==> config.mk <==
export PLATFORM = sky130hd
export DESIGN_NAME = arb_mux_flat
export DESIGN_NICKNAME = d
export VERILOG_FILES = /design/src/rtl/arb_mux_if.sv /design/src/rtl/arb_mux.sv /design/src/flat_wrapper.sv
export SDC_FILE = /design/constraint.sdc
export NUM_CORES = 1
export LEC_CHECK = 0
export CAP_MARGIN = 15
export CELL_PAD_IN_SITES_DETAIL_PLACEMENT = 1
export CELL_PAD_IN_SITES_GLOBAL_PLACEMENT = 2
export CORE_UTILIZATION = 20
export CTS_CLUSTER_SIZE = 25
export DETAILED_ROUTE_END_ITERATION = 10
export PLACE_DENSITY = 0.91
export SLEW_MARGIN = 20
export SYNTH_ARGS = -nofsm -noshare
export SYNTH_HDL_FRONTEND = slang
export SYNTH_SLANG_ARGS = --single-unit
==> constraint.sdc <==
create_clock -name clk -period 2.5 [get_ports clk]
set_clock_uncertainty 0.1 [all_clocks]
set_input_delay 0.5 -clock clk [delete_from_list [all_inputs] [get_ports clk]]
set_output_delay 0.5 -clock clk [all_outputs]
set_load 0.005 [all_outputs]
==> src/rtl/arb_mux_if.sv <==
// Valid/ready bundle between NUM_CH requestors and one shared sink.
// The slave modport is the arbiter's view; master is the requestor/sink side.
interface arb_mux_if #(
  parameter int NUM_CH = 4,
  parameter int WIDTH  = 16,
  parameter int SEL_W  = $clog2(NUM_CH)
) ();

  logic [NUM_CH-1:0]       in_valid;
  logic [NUM_CH*WIDTH-1:0] in_data;
  logic [NUM_CH-1:0]       in_ready;
  logic                    out_valid;
  logic [WIDTH-1:0]        out_data;
  logic [SEL_W-1:0]        out_sel;
  logic                    out_ready;

  modport slave (
    input  in_valid,
    input  in_data,
    input  out_ready,
    output in_ready,
    output out_valid,
    output out_data,
    output out_sel
  );

  modport master (
    output in_valid,
    output in_data,
    output out_ready,
    input  in_ready,
    input  out_valid,
    input  out_data,
    input  out_sel
  );

endinterface

==> src/rtl/arb_mux.sv <==
// Arbitrating N:1 valid/ready mux with a one-deep registered output stage.
// RR_MODE=0 picks the lowest requesting index; RR_MODE=1 rotates after the last winner.
module arb_mux #(
  parameter int WIDTH   = 16,
  parameter int NUM_CH  = 4,
  parameter int RR_MODE = 1,
  localparam int SEL_W  = $clog2(NUM_CH)
) (
  input logic      clk,
  input logic      rst_n,
  arb_mux_if.slave bus
);

  localparam logic [SEL_W-1:0]  LAST_CH  = SEL_W'(NUM_CH - 1);
  localparam logic [NUM_CH-1:0] ONE_HOT0 = NUM_CH'(1);

  logic             out_valid_q, out_valid_d;
  logic [WIDTH-1:0] out_data_q, out_data_d;
  logic [SEL_W-1:0] out_sel_q, out_sel_d;
  logic [SEL_W-1:0] last_grant_q, last_grant_d;

  logic              load_en_s;
  logic              found_s;
  logic [SEL_W-1:0]  grant_idx_s;
  logic [SEL_W-1:0]  idx_s;
  logic [NUM_CH-1:0] grant_s;
  logic [WIDTH-1:0]  ch_data_s [NUM_CH];
  int                raw_s;

  // Unpack channel words so the winner can be selected by index.
  always_comb begin
    for (int i = 0; i < NUM_CH; i++) begin
      ch_data_s[i] = bus.in_data[i*WIDTH +: WIDTH];
    end
  end

  // Walk the search order backwards so the earliest requester in that order is the last to write.
  always_comb begin
    found_s     = 1'b0;
    grant_idx_s = '0;
    raw_s       = 0;
    idx_s       = '0;
    for (int k = NUM_CH - 1; k >= 0; k--) begin
      raw_s       = (RR_MODE != 0) ? (int'(last_grant_q) + 1 + k) : k;
      idx_s       = SEL_W'((raw_s >= NUM_CH) ? (raw_s - NUM_CH) : raw_s);
      found_s     = found_s | bus.in_valid[idx_s];
      grant_idx_s = bus.in_valid[idx_s] ? idx_s : grant_idx_s;
    end
  end

  assign grant_s      = found_s ? (ONE_HOT0 << grant_idx_s) : '0;
  assign load_en_s    = !out_valid_q || bus.out_ready;
  assign bus.in_ready = (rst_n && load_en_s) ? grant_s : '0;

  // Next state of the output stage and the round-robin pointer.
  always_comb begin
    out_valid_d  = out_valid_q;
    out_data_d   = out_data_q;
    out_sel_d    = out_sel_q;
    last_grant_d = last_grant_q;
    if (load_en_s && found_s) begin
      out_valid_d  = 1'b1;
      out_data_d   = ch_data_s[grant_idx_s];
      out_sel_d    = grant_idx_s;
      last_grant_d = (RR_MODE != 0) ? grant_idx_s : last_grant_q;
    end else if (bus.out_ready) begin
      out_valid_d = 1'b0;
    end else begin
      out_valid_d = out_valid_q;
    end
  end

  // State registers; reset discards any held word and restarts the rotation at channel 0.
  always_ff @(posedge clk or negedge rst_n) begin
    if (!rst_n) begin
      out_valid_q  <= 1'b0;
      out_data_q   <= '0;
      out_sel_q    <= '0;
      last_grant_q <= LAST_CH;
    end else begin
      out_valid_q  <= out_valid_d;
      out_data_q   <= out_data_d;
      out_sel_q    <= out_sel_d;
      last_grant_q <= last_grant_d;
    end
  end

  assign bus.out_valid = out_valid_q;
  assign bus.out_data  = out_data_q;
  assign bus.out_sel   = out_sel_q;

endmodule
==> src/flat_wrapper.sv <==
// flat-port wrapper written by rule: the top's interface ports become plain ports
module arb_mux_flat 
#(
  parameter int WIDTH   = 16,
  parameter int NUM_CH  = 4,
  parameter int RR_MODE = 1,
  localparam int SEL_W  = $clog2(NUM_CH)
)
  (clk, rst_n, bus_in_valid, bus_in_data, bus_out_ready, bus_in_ready, bus_out_valid, bus_out_data, bus_out_sel);
  arb_mux_if #(.NUM_CH(NUM_CH), .WIDTH(WIDTH)) bus_i ();
  input logic clk;
  input logic rst_n;
  input wire logic [$bits(bus_i.in_valid)-1:0] bus_in_valid;
  input wire logic [$bits(bus_i.in_data)-1:0] bus_in_data;
  input wire logic [$bits(bus_i.out_ready)-1:0] bus_out_ready;
  output wire logic [$bits(bus_i.in_ready)-1:0] bus_in_ready;
  output wire logic [$bits(bus_i.out_valid)-1:0] bus_out_valid;
  output wire logic [$bits(bus_i.out_data)-1:0] bus_out_data;
  output wire logic [$bits(bus_i.out_sel)-1:0] bus_out_sel;
  assign bus_i.in_valid = bus_in_valid;
  assign bus_i.in_data = bus_in_data;
  assign bus_i.out_ready = bus_out_ready;
  assign bus_in_ready = bus_i.in_ready;
  assign bus_out_valid = bus_i.out_valid;
  assign bus_out_data = bus_i.out_data;
  assign bus_out_sel = bus_i.out_sel;
  arb_mux #(.WIDTH(WIDTH), .NUM_CH(NUM_CH), .RR_MODE(RR_MODE)) u_core (.clk(clk), .rst_n(rst_n), .bus(bus_i));
endmodule
; After elaboration in Yosys (flattened, before gate mapping)
; Index checks and enable logic that the tools add are counted.
; W data, S select, Z words.
[classes]
n_eq_ne = 0
div_mod_pow = 0
n_reduce_logical = 5
order_cmp = 9
shift = 1
addsub = 8
n_mux = 23
bitwise_logic = 4
n_mul = 0
[ops]
columns = operator, n
row1 = $ge A32 B4 Y1 const B, 2
row2 = $bmux W16 S2, 1
row3 = $mux W16, 2
row4 = $mux W2, 8
row5 = $lt A2 B3 Y1 const B, 4
row6 = $add A3 B2 Y4 const B, 2
row7 = $bmux W1 S2, 4
row8 = $mux W4, 2
row9 = $sub A2 B1 Y2 const B, 4
row10 = $ge A3 B3 Y1 const B, 2
row11 = $mux W1, 6
row12 = $add A3 B1 Y4 const B, 1
row13 = $ge A4 B3 Y1 const B, 1
row14 = $shl A1 B2 Y4 const A, 1
row15 = $add A2 B1 Y3 const B, 1
row16 = $not A2 Y3, 1
row17 = $or A1 B1 Y1, 3
row18 = $logic_and A1 B1 Y1, 2
row19 = $reduce_bool A2 Y1, 1
row20 = $logic_not A1 Y1, 1
row21 = $logic_or A1 B1 Y1, 1
[totals]
romBits = 0
wordCells = 54
reg_bits = 21
latchBits = 0
out_inout_bits = 23
n_memories = 0
ram_bits = 0
in_bits = 71

; Longest topological paths before layout
; Gate-level depths: netlist (run 1).
[depth]
depth_word = 14
mapped_depth = 7
mapped_depth_nobuf = 5

; Least setup slack after synthesis (run 1)
; No wires, ideal clock.
[synth_timing]
kind = register -> output
startpoint = register u_core.last_grant_q[1]
endpoint = output port bus_in_ready[1]
t_arrival_ns = 1.512
stages_incl_launch_ff = 7
setup_slack_ns = 0.388
required_ns = 1.900
cell_sequence = dfstp_2 -> mux2i_1 -> o22ai_2 -> a21o_4 -> buf_12 -> buf_6 -> nor2b_1
[synth_between]
elab_chain_cells = 13
[synth_lines]
columns = item, line_no
row1 = from (decl), arb_mux.sv:20  ; logic [SEL_W-1:0] last_grant_q, last_grant_d;
row2 = from (signal assigned), arb_mux.sv:84  ; last_grant_q <= last_grant_d;
row3 = $add A2 B1 Y3 *, arb_mux.sv:44  ; raw_s = (RR_MODE != 0) ? (int'(last_grant_q) + 1 + k) : k;
row4 = "parallel branches: the longest is 10 deep, another holds $ge A32 B4 Y1", -
row5 = $mux W4 *, arb_mux.sv:51  ; assign grant_s = found_s ? (ONE_HOT0 << grant_idx_s) : '0;
row6 = $mux W4 *, arb_mux.sv:53  ; assign bus.in_ready = (rst_n && load_en_s) ? grant_s : '0;
row7 = to (decl), flat_wrapper.sv:16  ; output wire logic [$bits(bus_i.in_ready)-1:0] bus_in_ready;
; Every way passes the cells marked *. The select of a mux whose other input is x is not followed.

; Final worst setup path (run 1)
[layout_timing]
startpoint = input port bus_in_valid[0]
endpoint = output port bus_in_ready[2]
[layout_between]
elab_chain_cells = 9
[layout_lines]
columns = item, line_no
row1 = from (decl), flat_wrapper.sv:13  ; input wire logic [$bits(bus_i.in_valid)-1:0] bus_in_valid;
row2 = $bmux W1 S2, "arb_mux.sv:46, arb_mux.sv:47"
row3 = $mux W1 (not written as such), "arb_mux.sv:46, arb_mux.sv:47"
row4 = $mux W2 (4 in series), arb_mux.sv:47  ; grant_idx_s = bus.in_valid[idx_s] ? idx_s : grant_idx_s;
row5 = $shl A1 B2 Y4, arb_mux.sv:51
row6 = $mux W4 *, arb_mux.sv:51
row7 = $mux W4 *, arb_mux.sv:53
; Every way passes the cells marked *; elsewhere a longest branch is shown, timed or not. The select of a mux whose other input is x is not followed.

==> results.py, run 1 <==
metrics = {
    "pwr": {
        "powerDensity_mw_per_mm2": 608,
        "combinationalPowerShare": 0.549,
        "internal_power_mw": 1.09,
        "switchingPower_mw": 0.589,
        "seqPwrFrac": 0.311,
        "p_leak_nw": 1.12,
        "p_total_mw": 1.68,
        "p_clk_frac": 0.141,
        "sw_frac_of_total": 0.350,
        "vdd_drop_max_mv": 0.305,
    },
    "yosys": {
        "synthCells": 160,
        "synth_most_common_cell": "a211oi_1",
        "syn_nets": 231,
        "synth.top_cell.area_share": 0.306,
        "yosys-top-cells-count": "a211oi_1, dfrtp_1, nor2_1, inv_1, mux2i_1",
        "netlist_area_mm2": 0.00155,
        "avgSynthCellArea_um2": 9.70,
        "async_flop_share": 1.00,
        "synth_edf_count": 0,
        "synthTopCellsByArea": "dfrtp_1, a211oi_1, mux2i_1",
        "synth_cell_types": 30,
        "synth_flop_cell": "dfrtp_1",
        "seq_area_frac_synth": 0.340,
        "ys_warn_count": 0,
        "yosys.area.top_type": "dfrtp_1",
        "synth_seq_cells": 21,
    },
    "routing": {
        "num_vias": 1656,
        "drc": 0,
        "wl_per_cell_um": 15.9,
        "dr.pass1.iters": 4,
        "drt_wl_total_mm": 5.82,
        "initialDrtViolationCount": 23,
        "detail-route-antenna-nets": 0,
        "via_per_inst": 4.52,
    },
    "placement": {
        "hpwl_mm": 4.45,
        "dp.cells": 362,
        "place.gp.congestion": 0.701,
        "io_buffer_count": 93,
        "placed_cell_area_mm2": 0.00270,
    },
    "timing": {
        "tightest_slew_ns": 0.363,
        "fmax_mhz": 418,
        "relSlewSlack": 0.758,
        "fin_crit_ns": 2.39,
        "hold_viol": 0,
        "post-route-period-util": 0.957,
        "rsz0062_at_grt": "no",
        "setup_viol": 0,
        "drv_slew": 0,
    },
    "critical_path": {
        "startpoint_type": "primary input",
        "critPathRequiredTime_ns": 1.90,
        "critPathArrivalTime_ns": 1.79,
        "path_cells": "dlygate4sd2_1 -> o21a_1 -> o21ai_2 -> and2_4 -> buf_4 -> nand3_4 -> nor2_2 -> clkdlybuf4s15_1",
        "critical_path.max_fanout": 4,
        "critPathKind": "in -> out",
        "max_stage_delay_ns": 0.29,
        "end_kind": "primary output",
        "slowest_stage": "dlygate4sd2_1",
    },
    "floorplan": {
        "die_area_mm2": 0.00811,
        "rows": 31,
        "io_pins": 94,
        "dieWidth_um": 90.1,
        "die_y_um": 90.1,
        "start_util": 0.211,
        "core_area_mm2": 0.00737,
    },
    "grt": {
        "grt_first_pass_wirelength_mm": 9.54,
        "grt_overflow_total": 0,
        "grt_pass1_vias": 1866,
        "antenna_found_initial": 0,
        "track_usage": 0.147,
        "grt_max_degree": 25,
    },
    "final_layout": {
        "final_cells": 366,
        "seq_area_um2": 528,
        "fill_cells": 877,
        "drive_gt1_frac": 0.206,
        "diodes": 0,
        "areaGrowthSynthToFinish_pct": 78.5,
        "multi_input_area_um2": 908,
        "fin_nets": 339,
        "final_cell_area_mm2": 0.00277,
    },
    "clock_tree": {
        "cts_max_level": 1,
        "ctsLongestPathBuffers": 2,
        "ctsHoldBuffers": 0,
        "cts.sinks": 21,
        "numCtsBuffers": 3,
        "cts_tree": "built",
        "path_clk_slew_ns": 0.09,
        "cts_root_buffer": "clkbuf_8",
        "clk_latency_ns": 0.27,
    },
    "run": {
        "cap_violations": 0,
    },
    "run_status": {
        "status": "finished, final reports clean",
    },
    "min_path": {
        "hold_class": "reg -> reg",
    },
}
worst max-delay path, delay by kind of cell:
kind / cells / cell delay [ns]
buf+inv: 3 / 0.62
simple gates: 3 / 0.34
compound gates: 2 / 0.34
flip-flops by register name, summed over array words and instances (netlist names):
signal                flops
u_core.bus.out_valid      1
u_core.bus.out_sel        2
u_core.last_grant_q       2
u_core.bus.out_data      16
power by group through the flow:
stage | clock network (mW) | logic [mW] | registers, mW
floorplan | 0 | 0.439 | 0.530
global placement | 0 | 0.903 | 0.524
detailed placement | 0 | 0.929 | 0.529
CTS | 0.247 | 0.934 | 0.525
global route | 0.259 | 0.997 | 0.540
finish | 0.237 | 0.923 | 0.522
cells by family after synthesis:
logic type,synth area share
DFF,0.340
AOI/OAI and AO/OA,0.312
muxes,0.124
buffers and inverters,0.102
and+or+nand+nor,0.122
metrics by stage:
step | util | setup TNS [ns] | hold slack (ns) | setup slack, ns
2_1_floorplan | - | 0 | 0.104 | 0.388
3_3_place_gp | 0.367 | -1.92 | 0.388 | -0.487
3_5_place_dp | 0.367 | -3.56 | 0.410 | -0.510
4_1_cts | 0.374 | 0 | 0.439 | 0.00212
5_1_grt | 0.376 | 0 | 0.461 | 0.0191
6_report | 0.376 | 0 | 0.430 | 0.108
per-layer routing:
metal / GRT usage / part of all wire / up-vias
met5: 0 / 0 / -
met4: 0.0309 / 0.0067 / 0
met3: 0.0313 / 0.050 / 5
met2: 0.279 / 0.52 / 55
met1: 0.167 / 0.42 / 797
li1: - / - / 799
repair_timing:
action | 4_1_cts | 5_1_grt
gates resized for setup | 13 | 11
pin swaps | 0 | 0
setup endpoints to repair | 4 | 4
buffers inserted | 0 | 0
path summary, 6_finish.rpt:
check	cells after the start	start	to	slack (ns)
min in group asynchronous	2	rst_n	u_core.bus.out_data[4]$_DFFE_PN0P_	0.66
max in group asynchronous	2	rst_n	u_core.last_grant_q[0]$_DFFE_PN1P_	1.37
worst max register to register	7	u_core.last_grant_q[1]$_DFFE_PN1P_	u_core.bus.out_data[10]$_DFFE_PN0P_	0.41
worst min-delay path	1	u_core.bus.out_sel[0]$_DFFE_PN0P_	u_core.bus.out_sel[0]$_DFFE_PN0P_	0.43
worst max-delay path	8	bus_in_valid[0]	bus_in_ready[2]	0.11
worst min register to register	1	u_core.bus.out_sel[0]$_DFFE_PN0P_	u_core.bus.out_sel[0]$_DFFE_PN0P_	0.43
placed cells by master, fill, tap and decap left out, types with 3 or more instances in the layout:
cell type	count
a211oi_2	11
a211oi_1	37
inv_1	18
nor2_1	17
dlygate4sd2_1	3
mux2i_1	17
clkbuf_2	3
buf_4	19
dfrtp_1	19
clkdlybuf4s50_1	85
nor2b_1	3
clkbuf_8	3
cell type report:
type / count / share of cell area
clock buffers: 3 / 0.0149
clock inverters: 1 / 0.00181
inverters: 18 / 0.0244
multi-input cells: 110 / 0.328
flip-flops and latches: 21 / 0.191
well taps: 99 / 0.0447
repair buffers: 114 / 0.395
No activity file was read; power rests on OpenSTA's default activity.
==> inputs of run 2 (changes only) <==
--- a/constraint.sdc
+++ b/constraint.sdc
@@ -4,2 +4,2 @@
 set_output_delay 0.5 -clock clk [all_outputs]
-set_load 0.005 [all_outputs]
+set_load 0.01 [all_outputs]
==> results.py, run 2 (synthesized netlist as in run 1, its figures left out) <==
metrics = {
    "pwr": {
        "p_total_mw": 1.70,
        "p_leak_nw": 1.11,
        "vdd_drop_max_mv": 0.289,
        "powerDensity_mw_per_mm2": 623,
    },
    "critical_path": {
        "path_cells": "dlygate4sd2_1 -> and2_1 -> o32a_1 -> and2_4 -> nand3b_1 -> nor2b_1 -> buf_2",
        "crit_family": "simple AND/OR/NAND/NOR gates",
        "startpoint_type": "primary input",
        "end_kind": "primary output",
        "slowest_stage": "o32a_1",
        "critPathArrivalTime_ns": 1.79,
        "max_stage_delay_ns": 0.29,
        "critPathRequiredTime_ns": 1.90,
        "critical_path.max_fanout": 3,
        "crit_buf_inv": 2,
        "critPathKind": "in -> out",
    },
    "floorplan": {
        "dieWidth_um": 90.1,
        "core_area_mm2": 0.00737,
        "start_util": 0.211,
        "die_y_um": 90.1,
        "io_pins": 94,
        "rows": 31,
        "die_area_mm2": 0.00811,
    },
    "grt": {
        "track_usage": 0.144,
        "grt_pass1_vias": 1831,
        "grt_max_degree": 25,
        "grt_first_pass_wirelength_mm": 9.39,
        "antenna_found_initial": 0,
        "grt_overflow_total": 0,
    },
    "final_layout": {
        "drive_gt1_frac": 0.194,
        "areaGrowthSynthToFinish_pct": 76.4,
        "final_common_cell": "clkdlybuf4s50_1",
        "diodes": 0,
        "final_util": 0.371,
        "largest_register_ffs": 16,
        "fin_nets": 340,
        "final_cell_mix": "clkdlybuf4s50_1, a211oi_1, buf_4",
    },
    "timing": {
        "tightest_slew_ns": 0.355,
        "fin_crit_ns": 2.39,
        "relSlewSlack": 0.762,
        "hold_viol": 0,
        "fmax_mhz": 418,
        "post-route-period-util": 0.958,
        "rsz0062_at_grt": "no",
        "drv_slew": 0,
        "setup_viol": 0,
    },
    "run_status": {
        "status": "finished, final reports clean",
    },
    "clock_tree": {
        "ctsHoldBuffers": 0,
        "cts_tree": "built",
        "cts_root_buffer": "clkbuf_8",
        "ctsLongestPathBuffers": 2,
        "path_clk_slew_ns": 0.08,
        "cts.sinks": 21,
        "numCtsBuffers": 3,
        "cts_max_level": 1,
        "clk_latency_ns": 0.26,
    },
    "min_path": {
        "hold_class": "reg -> reg",
    },
    "routing": {
        "via_per_inst": 4.49,
        "wl_per_cell_um": 15.7,
        "initialDrtViolationCount": 49,
        "num_vias": 1649,
        "drc": 0,
        "drt_wl_total_mm": 5.75,
        "detail-route-antenna-nets": 0,
        "dr.pass1.iters": 4,
    },
    "placement": {
        "hpwl_mm": 4.43,
        "place.gp.congestion": 0.702,
        "io_buffer_count": 93,
    },
    "run": {
        "cap_violations": 0,
    },
}
[run 2: path summary, 6_finish.rpt]
path / startpoint / endpoint / slack [ns] / cells after the start
worst min-delay path: u_core.bus.out_sel[0]$_DFFE_PN0P_ / u_core.bus.out_sel[0]$_DFFE_PN0P_ / 0.43 / 1
worst max-delay path: bus_in_valid[3] / bus_in_ready[1] / 0.11 / 7
min in group asynchronous: rst_n / u_core.bus.out_data[13]$_DFFE_PN0P_ / 0.61 / 2
worst max register to register: u_core.last_grant_q[1]$_DFFE_PN1P_ / u_core.bus.out_data[7]$_DFFE_PN0P_ / 0.35 / 7
worst min register to register: u_core.bus.out_sel[0]$_DFFE_PN0P_ / u_core.bus.out_sel[0]$_DFFE_PN0P_ / 0.43 / 1
max in group asynchronous: rst_n / u_core.last_grant_q[0]$_DFFE_PN1P_ / 1.41 / 2
[run 2: final cells by class]
type	count	area (um2)
inverter	18	67.6
sequential	21	528
tap	99	124
fill	864	4630
multi-input combinational	110	873
timing repair buffer	115	1100
clock inverter	1	5.00
clock buffer	3	41.3
[run 2: routing by layer]
| layer | GRT usage | up-vias | share of wire |
|---|---|---|---|
| met5 | 0 | - | 0 |
| met4 | 0.0228 | 0 | 0.012 |
| met3 | 0.0423 | 6 | 0.057 |
| met2 | 0.267 | 58 | 0.52 |
| met1 | 0.164 | 781 | 0.41 |
| li1 | - | 804 | - |
[run 2: worst register-to-register path, stage by stage, from the launching register on]
cell      delay, ns
dfstp_2        0.56
buf_4          0.11
mux2i_1        0.22
o22ai_2        0.12
a21o_4         0.22
buf_4          0.25
a211oi_1       0.36
a211oi_2       0.07
[run 2: repair_timing]
action,CTS,global route
setup endpoints to repair,4,4
pin swaps,0,1
gates resized for setup,16,5
buffers inserted,0,1
[run 2: where the power goes]
part / switching [mW] / internal [mW]
clock network: 0.117 / 0.111
registers: 0.0662 / 0.455
logic: 0.427 / 0.528
[run 2: through the flow]
step	setup slack (ns)	cell area [um2]	TNS, ns	hold slack, ns	cells
global placement	-0.519	2700	-2.10	0.388	362
floorplan	0.337	1550	0	0.104	160
CTS	0.00771	2750	0	0.433	366
finish	0.105	2740	0	0.429	367
global route	0.0204	2740	0	0.445	367
detailed placement	-0.560	2700	-3.36	0.401	362
==> inputs of run 3 (changes only) <==
- CORE_MARGIN: default -> 5
- CTS_CLUSTER_DIAMETER: default -> 60
==> results.py, run 3 (synthesized netlist as in run 1, its figures left out) <==
metrics = {
    "pwr": {
        "internal_power_mw": 1.10,
        "p_clk_frac": 0.136,
        "p_total_mw": 1.72,
        "switchingPower_mw": 0.624,
        "vdd_drop_max_mv": 0.241,
        "p_leak_nw": 1.12,
        "combinationalPowerShare": 0.558,
        "seqPwrFrac": 0.305,
        "powerDensity_mw_per_mm2": 624,
        "sw_frac_of_total": 0.363,
    },
    "final_layout": {
        "largest_register_ffs": 16,
        "drive_gt1_frac": 0.201,
        "fill_cells": 881,
        "fin_nets": 340,
        "final_cell_area_mm2": 0.00276,
        "final_cell_mix": "clkdlybuf4s50_1, a211oi_1, buf_4, dfrtp_1",
        "areaGrowthSynthToFinish_pct": 77.7,
        "final_common_cell": "clkdlybuf4s50_1",
        "diodes": 0,
        "final_cells": 370,
    },
    "grt": {
        "use_met1": 0.154,
        "gr-usage-met2": 0.226,
        "grt_overflow_total": 0,
        "grt_util_met3": 0.0379,
        "track_usage": 0.127,
        "grt_first_pass_wirelength_mm": 9.97,
        "grt_max_degree": 20,
        "grt_pass1_vias": 1922,
        "top_usage_layer": "met2",
        "antenna_found_initial": 0,
    },
    "routing": {
        "initialDrtViolationCount": 35,
        "via_per_inst": 4.44,
        "drt_wl_total_mm": 6.13,
        "detail-route-antenna-nets": 0,
        "num_vias": 1643,
        "wl_per_cell_um": 16.6,
        "drc": 0,
        "dr.pass1.iters": 4,
    },
    "clock_tree": {
        "cts.sinks": 21,
        "cts_tree": "built",
        "ctsLongestPathBuffers": 2,
        "cts_max_level": 1,
        "path_clk_slew_ns": 0.08,
        "cts_root_buffer": "clkbuf_8",
        "numCtsBuffers": 3,
        "clk_latency_ns": 0.26,
    },
    "critical_path": {
        "startpoint_type": "primary input",
        "crit_buf_inv": 2,
        "reg2reg_setup_slack_ns": 0.37,
        "critPathRequiredTime_ns": 1.90,
        "critPathKind": "in -> out",
        "cp-endpoint": "bus_in_ready[0]",
        "critPathLaunch": "bus_in_valid[3]",
        "path_depth": 7,
        "critPathArrivalTime_ns": 1.83,
        "slowest_stage": "o32a_1",
        "path_cells": "dlygate4sd2_1 -> and2_1 -> o32a_1 -> and2_4 -> nand3b_1 -> nor2_1 -> buf_2",
        "r2r-start": "u_core.last_grant_q[1]$_DFFE_PN1P_",
        "reg2reg_to": "u_core.bus.out_data[7]$_DFFE_PN0P_",
        "end_kind": "primary output",
        "r2r_cells": 7,
        "crit_family": "simple AND/OR/NAND/NOR gates",
        "critical_path.max_fanout": 3,
        "max_stage_delay_ns": 0.31,
    },
    "timing": {
        "setup_viol": 0,
        "drv_slew": 0,
        "holdWs_ns": 0.397,
        "tightest_slew_ns": 0.338,
        "post-route-period-util": 0.971,
        "relSlewSlack": 0.774,
        "hold_viol": 0,
        "rsz0062_at_grt": "no",
        "fin_crit_ns": 2.43,
        "fmax_mhz": 412,
        "setup_tns_ns": 0,
    },
    "min_path": {
        "hold_class": "reg -> reg",
        "hold_path_depth": 1,
    },
    "placement": {
        "placed_cell_area_mm2": 0.00270,
        "io_buffer_count": 93,
        "place.gp.congestion": 0.774,
        "dp.cells": 364,
        "hpwl_mm": 4.86,
    },
    "run": {
        "cap_violations": 0,
    },
    "run_status": {
        "status": "finished, final reports clean",
    },
    "floorplan": {
        "core_area_mm2": 0.00765,
        "dieWidth_um": 98.1,
        "io_pins": 94,
        "die_y_um": 98.1,
        "start_util": 0.203,
        "die_area_mm2": 0.00962,
        "rows": 32,
    },
}
## run 3: power by group through the flow
| stage | clock network [mW] | logic, mW | registers (mW) |
|---|---|---|---|
| global placement | 0 | 0.937 | 0.526 |
| finish | 0.235 | 0.960 | 0.525 |
| CTS | 0.245 | 0.966 | 0.526 |
| detailed placement | 0 | 0.964 | 0.528 |
| global route | 0.267 | 1.04 | 0.541 |
| floorplan | 0 | 0.441 | 0.570 |
## run 3: worst reg2reg max path: cells and delay by family, from the launching register on
| kind | cells | cell delay, ns |
|---|---|---|
| muxes | 1 | 0.23 |
| AOI/OAI and AO/OA | 4 | 0.78 |
| buffers and inverters | 2 | 0.34 |
| DFF | 1 | 0.57 |
## run 3: how the worst min path moves through the flow
stage	from	to	slack [ns]
detailed placement	u_core.bus.out_sel[0]$_DFFE_PN0P_	u_core.bus.out_sel[0]$_DFFE_PN0P_	0.38
CTS	u_core.bus.out_sel[0]$_DFFE_PN0P_	u_core.bus.out_sel[0]$_DFFE_PN0P_	0.40
global route	u_core.bus.out_sel[0]$_DFFE_PN0P_	u_core.bus.out_sel[0]$_DFFE_PN0P_	0.43
floorplan	rst_n	u_core.bus.out_data[0]$_DFFE_PN0P_	0.10
finish	u_core.bus.out_sel[0]$_DFFE_PN0P_	u_core.bus.out_sel[0]$_DFFE_PN0P_	0.40
global placement	u_core.bus.out_sel[0]$_DFFE_PN0P_	u_core.bus.out_sel[0]$_DFFE_PN0P_	0.37
## run 3: repair_timing
item | 4_1_cts | 5_1_grt
setup buffers | 0 | 2
pin swaps | 3 | 1
setup endpoints to repair | 4 | 3
hold buffers | 0 | 0
resized for setup | 21 | 4
## run 3: cell type report
type,count,area (um2),area share
tap,102,128,0.0463
sequential,21,528,0.192
clock buffer,3,41.3,0.0150
timing repair buffer,115,1100,0.399
multi-input combinational,110,887,0.322
clock inverter,1,5.00,0.00182
inverter,18,67.6,0.0245
## run 3: through the flow
step                worst slack [ns]  utilization
floorplan                      0.337            -
global placement              -0.531        0.353
detailed placement            -0.581        0.353
CTS                          0.00784        0.359
global route                 0.00711        0.360
finish                        0.0715        0.360
## run 3: routing by layer
layer  vias up  routed length [um]
met4         0                  17
met1       786                2580
li1        801                   -
met2        54                3110
met3         2                 416
met5         -                   0
